File: src/rtl/col_nos_addr_sequencer_pkg.sv
// -----------------------------------------------------------------------------
// col_nos_addr_sequencer_pkg
//   Shared definitions for the col_nos address sequencer and the col_nos memory.
//   - seq_state_t : sequencer FSM state encoding
//   - calc_address_width : address/count width derived from the index of the
//     last col_nos memory entry (addresses run 0..height inclusive)
// -----------------------------------------------------------------------------
package col_nos_addr_sequencer_pkg;

  typedef enum logic [1:0] {
    ST_IDLE   = 2'd0,
    ST_RUN    = 2'd1,
    ST_FINISH = 2'd2
  } seq_state_t;

  function automatic int calc_address_width(input int height);
    return $clog2(height) + 1;
  endfunction

endpackage

File: src/rtl/col_nos_addr_sequencer.sv
// -----------------------------------------------------------------------------
// col_nos_addr_sequencer
//   Generates col_nos read addresses base_address .. base_address+num_rows-1
//   for one sparse-matrix pass, qualified by a valid/ready handshake so the
//   row_by_vector consumers can stall. Reports busy/done/range_error status.
//
// Ports
//   clk                  : system clock, rising edge
//   reset                : synchronous active-high reset
//   start                : request a pass (honoured only in IDLE)
//   abort                : terminate the current pass, no done pulse
//   base_address         : first memory row of the pass (sampled on start)
//   num_rows             : rows in the pass (sampled on start)
//   addr_ready           : downstream accepts the current address
//   col_nos_read_address : registered read address to col_nos
//   addr_valid           : col_nos_read_address is meaningful
//   last_row             : final address of the pass (with addr_valid)
//   row_index            : offset of current address from base
//   busy                 : pass in progress (RUN)
//   done                 : one-cycle pulse at pass end
//   range_error          : sticky, start rejected because the pass overruns
// -----------------------------------------------------------------------------
module col_nos_addr_sequencer
  import col_nos_addr_sequencer_pkg::*;
#(
  parameter int memory_A_height = 2000,
  parameter int address_width   = calc_address_width(memory_A_height)
) (
  input  logic                     clk,
  input  logic                     reset,
  input  logic                     start,
  input  logic                     abort,
  input  logic [address_width-1:0] base_address,
  input  logic [address_width-1:0] num_rows,
  input  logic                     addr_ready,
  output logic [address_width-1:0] col_nos_read_address,
  output logic                     addr_valid,
  output logic                     last_row,
  output logic [address_width-1:0] row_index,
  output logic                     busy,
  output logic                     done,
  output logic                     range_error
);

  localparam logic [address_width:0]   LP_MAX_ADDR = (address_width+1)'(memory_A_height);
  localparam logic [address_width:0]   LP_ONE_X    = (address_width+1)'(1);
  localparam logic [address_width-1:0] LP_ONE      = address_width'(1);

  seq_state_t               r_state;
  seq_state_t               w_next_state;
  logic [address_width-1:0] r_addr;
  logic [address_width-1:0] r_row_index;
  logic [address_width-1:0] r_num_rows;
  logic                     r_last_row;
  logic                     r_range_error;

  logic                     w_accept_start;
  logic                     w_zero_rows;
  logic [address_width:0]   w_end_addr;
  logic                     w_range_bad;
  logic                     w_advance;
  logic [address_width-1:0] w_idx_next;

  // The end address is formed one bit wider than the address so that a
  // large base plus a large count cannot wrap and slip past the check.
  assign w_end_addr     = {1'b0, base_address} + {1'b0, num_rows} - LP_ONE_X;
  assign w_zero_rows    = (num_rows == '0);
  assign w_range_bad    = !w_zero_rows && (w_end_addr > LP_MAX_ADDR);
  assign w_accept_start = (r_state == ST_IDLE) && start && !abort;
  assign w_advance      = (r_state == ST_RUN) && !abort && addr_ready && !r_last_row;
  assign w_idx_next     = r_row_index + LP_ONE;

  // State register
  always_ff @(posedge clk) begin
    if (reset) begin
      r_state <= ST_IDLE;
    end else begin
      r_state <= w_next_state;
    end
  end

  // Next state and status outputs
  always_comb begin
    w_next_state = r_state;
    addr_valid   = 1'b0;
    busy         = 1'b0;
    done         = 1'b0;
    last_row     = 1'b0;
    case (r_state)
      ST_IDLE: begin
        if (w_accept_start) begin
          if (w_zero_rows || w_range_bad) begin
            w_next_state = ST_FINISH;
          end else begin
            w_next_state = ST_RUN;
          end
        end
      end
      ST_RUN: begin
        addr_valid = 1'b1;
        busy       = 1'b1;
        last_row   = r_last_row;
        if (abort) begin
          w_next_state = ST_IDLE;
        end else if (addr_ready && r_last_row) begin
          w_next_state = ST_FINISH;
        end
      end
      ST_FINISH: begin
        done         = 1'b1;
        w_next_state = ST_IDLE;
      end
      default: begin
        w_next_state = ST_IDLE;
      end
    endcase
  end

  // Address counter and latched pass parameters. The address is only loaded
  // by a start that will actually issue addresses; empty or rejected passes
  // leave the previous address on the bus. A zero-row pass counts as a
  // passing range check and therefore clears range_error.
  always_ff @(posedge clk) begin
    if (reset) begin
      r_addr        <= '0;
      r_row_index   <= '0;
      r_num_rows    <= '0;
      r_last_row    <= 1'b0;
      r_range_error <= 1'b0;
    end else if (w_accept_start) begin
      r_num_rows    <= num_rows;
      r_range_error <= w_range_bad;
      if (!w_zero_rows && !w_range_bad) begin
        r_addr      <= base_address;
        r_row_index <= '0;
        r_last_row  <= (num_rows == LP_ONE);
      end
    end else if (w_advance) begin
      r_addr      <= r_addr + LP_ONE;
      r_row_index <= w_idx_next;
      r_last_row  <= (w_idx_next == (r_num_rows - LP_ONE));
    end
  end

  assign col_nos_read_address = r_addr;
  assign row_index            = r_row_index;
  assign range_error          = r_range_error;

endmodule

File: config.mk
export PLATFORM = sky130hd
export DESIGN_NAME = col_nos_addr_sequencer
export DESIGN_NICKNAME = d
export VERILOG_FILES = /design/src/rtl/col_nos_addr_sequencer_pkg.sv /design/src/rtl/col_nos_addr_sequencer.sv
export SDC_FILE = /design/constraint.sdc
export NUM_CORES = 1
export LEC_CHECK = 0
export CAP_MARGIN = 0
export CORE_ASPECT_RATIO = 1.2
export CORE_MARGIN = 2
export CORE_UTILIZATION = 54
export DETAILED_ROUTE_END_ITERATION = 16
export GPL_ROUTABILITY_DRIVEN = 1
export GPL_TIMING_DRIVEN = 0
export PLACE_DENSITY = 0.81
export SYNTH_ARGS = -nofsm -noshare
export SYNTH_HDL_FRONTEND = slang
export SYNTH_SLANG_ARGS = --single-unit
File: constraint.sdc
create_clock -name clk -period 4.33 [get_ports clk]
set_input_delay 1.299 -clock clk [delete_from_list [all_inputs] [get_ports clk]]
set_output_delay 1.299 -clock clk [all_outputs]
set_load 0.01 [all_outputs]
==> flow_summary.yaml <==
run_status:
  status: "completed"
synth:
  ys_seq_elements: 40
  syn_nets: 488
  synth-seq-area-share_pct: 24.23
  ys.flop_type: "dfxtp_1"
  syn_avg_cell_area_um2: 7.649
  netlist_area_um2: 3304
  syn-instance-count: 432
  synth_cell_types: 67
  synth_edf_count: 0
  ys_warn_count: 0
  async_reset_ff_share_pct: 0
place:
  pre_cts_ws_ns: -0.4888
  dpl.hpwl_mm: 6.643
  gp_congestion: 0.9009
  port_buffers: 56
routing:
  drt_iter0_markers: 147
  vias_per_cell: 5.610
  firstDrtPassIters: 5
  wl_per_cell_um: 15.59
  wirelength_mm: 9.072
  drc: 0
  ant_nets: 0
  dr_total_vias: 3265
layout:
  final_cell_mix: "nand2_1, inv_1, clkdlybuf4s50_1"
  post-route-util_pct: 70.99
  regArea_um2: 800.8
  final_common_cell: "nand2_1"
  fin_nets: 555
  syn2layout_area_growth_pct: 28.32
  antenna_cells: 0
  multiInputGateArea_um2: 2366
  n_fill_cell: 490
  drive_gt1_share_pct: 11.60
clocking:
  clkTransAtPathRegs_ns: 0.08
  cts_hold_buffers: 0
  clk_path_buf_depth: 2
  htree_levels: 2
  cts_sinks: 40
  cts_tree: "yes"
  clk_latency_ns: 0.30
  cts-root-buf: "clkbuf_8"
  numCtsBuffers: 5
timing:
  slew-limit-headroom_pct: 53.52
  finalSetupViolations: 0
  tns_ns: 0
  holdWs_ns: 0.4817
  finalCritPeriodShare_pct: 99.00
  post-route-min-period_ns: 4.287
  clock.fmax_mhz: 233.3
  hold_viol_final: 0
  skew_ns: 0.01468
  worstMarginPinSlew_ns: 0.6971
  drv_slew: 0
  worst_slack_ns: 0.04336
floorplanning:
  initial_core_util_pct: 55.32
  fp-row-count: 31
  die_h_um: 89.69
  io_pins: 58
  dieWidth_um: 75.41
  core_um2: 5973
  die_area_um2: 6764
worst_setup_path:
  criticalPathCategory: "in2reg"
  start_kind: "primary input"
  required_ns: 4.50
  critPathArrivalTime_ns: 4.46
  end_kind: "flop"
  r2r_cells: 9
  cp_max_fo: 5
  ff2ff_setup_slack_ns: 1.85
  r2r_end: "r_last_row$_SDFFE_PP0P_"
  r2r-start: "row_index[0]$_SDFFE_PP0P_"
grt:
  grt_pass1_vias: 3130
  grtUsageTotal_pct: 26.94
  grt_start_max_net_pins: 14
  overflow: 0
  antenna_found_initial: 0
  grt_pass1_wl_mm: 13.97
pwr:
  p_comb_share_pct: 39.4
  p_sw_share_pct: 35.70
  ir_drop_uv: 138.1
  pwr-share-clk_pct: 23.5
  p_leak_nw: 1.692
  p_switching_w: 0.0003881
  power_w: 0.001087
  p_int_w: 0.0006988
  pwr-share-seq_pct: 37.1
  power_density_nw_per_um2: 256.3
min_path:
  holdPathStages: 2
  hold_start: "r_num_rows[8]$_SDFFE_PP0P_"
  hold-path-endpoint: "r_num_rows[8]$_SDFFE_PP0P_"
  hold_class: "reg2reg"
job:
  drv_cap: 0
## critical path, cell delays in order
cell	delay, ns
clkdlybuf4s50_1	0.47
inv_2	0.06
ha_4	0.26
inv_2	0.04
fa_2	0.39
xor2_2	0.17
nor4b_4	0.24
o21ai_1	0.10
a221oi_2	0.36
a2111oi_4	0.08
and4_4	0.22
o21ai_4	0.27
buf_6	0.19
mux2i_1	0.21
o21ai_1	0.08
## cell families after synthesis
group,synth area share [%]
AO/OA/AOI/OAI,19.73
XOR/XNOR,8.709
adder cells (fa/ha/maj),10.45
buffers and inverters,8.444
flip-flops,24.23
multiplexers,2.726
AND/OR/NAND/NOR,25.71
## how the worst max path moves through the flow
stage | from | endpoint | slack (ns) | cells after the start
6_report | base_address[2] | col_nos_read_address[10]$_SDFFE_PP0P_ | 0.04 | 15
5_1_grt | num_rows[4] | col_nos_read_address[6]$_SDFFE_PP0P_ | -0.06 | 15
3_5_place_dp | num_rows[1] | r_state[1]$_SDFFE_PP0P_ | -0.49 | 15
3_3_place_gp | num_rows[1] | r_last_row$_SDFFE_PP0P_ | -0.44 | 16
2_1_floorplan | base_address[1] | r_state[1]$_SDFFE_PP0P_ | 0.28 | 14
4_1_cts | num_rows[2] | col_nos_read_address[6]$_SDFFE_PP0P_ | 0.006 | 15
## metrics by stage
| stage | cells | area, um^2 |
|---|---|---|
| after floorplan | 432 | 3304 |
| after CTS | 581 | 4121 |
| after detailed placement | 570 | 3968 |
| after global placement | 570 | 3968 |
| after global routing | 582 | 4240 |
| final | 582 | 4240 |
## power groups by stage
| stage | Sequential [W] | Combinational (W) | Clock, W |
|---|---|---|---|
| after CTS | 0.000403 | 0.000384 | 0.000259 |
| after global routing | 0.000406 | 0.000464 | 0.000270 |
| after detailed placement | 0.000412 | 0.000362 | 0 |
| final | 0.000403 | 0.000428 | 0.000256 |
| after global placement | 0.000410 | 0.000352 | 0 |
| after floorplan | 0.000411 | 0.000257 | 0 |
## per-layer routing
metal  GRT usage, %  wire (um)
met5              0          0
met4          12.28        272
met3          3.125        473
met2          49.88       4808
met1          30.27       3518
## repair_timing
item                       4_1_cts  5_1_grt
gates resized for setup         11       23
pin swaps                       16       14
setup endpoints to repair       23       26
gates cloned                     1        0
buffers inserted                 2        1
## registers in the layout (all words and copies together) (netlist names)
name / cells
col_nos_read_address: 12
r_num_rows: 12
r_state: 2
range_error: 1
r_last_row: 1
row_index: 12
## cell usage after synthesis, types with 11 or more instances
library cell	instances	area share, %
nand3_1	24	3.6
dfxtp_1	40	24
inv_1	52	5.9
xnor2_1	17	4.5
o21ai_1	11	1.7
nand2_1	54	6.1
ha_1	26	9.8
xor2_1	14	3.7
a21oi_1	24	3.6
nor2_1	42	4.8
## cell type report
class                   count  area share [%]
multi-input cells         325           55.80
flip-flops and latches     40           18.88
repair buffers             60           14.16
inverters                  52           4.603
well taps                  82           2.420
plain buffers              15           2.066
clock buffers               5           1.623
clock inverters             3          0.4426
(Power assumes the default switching activity.)
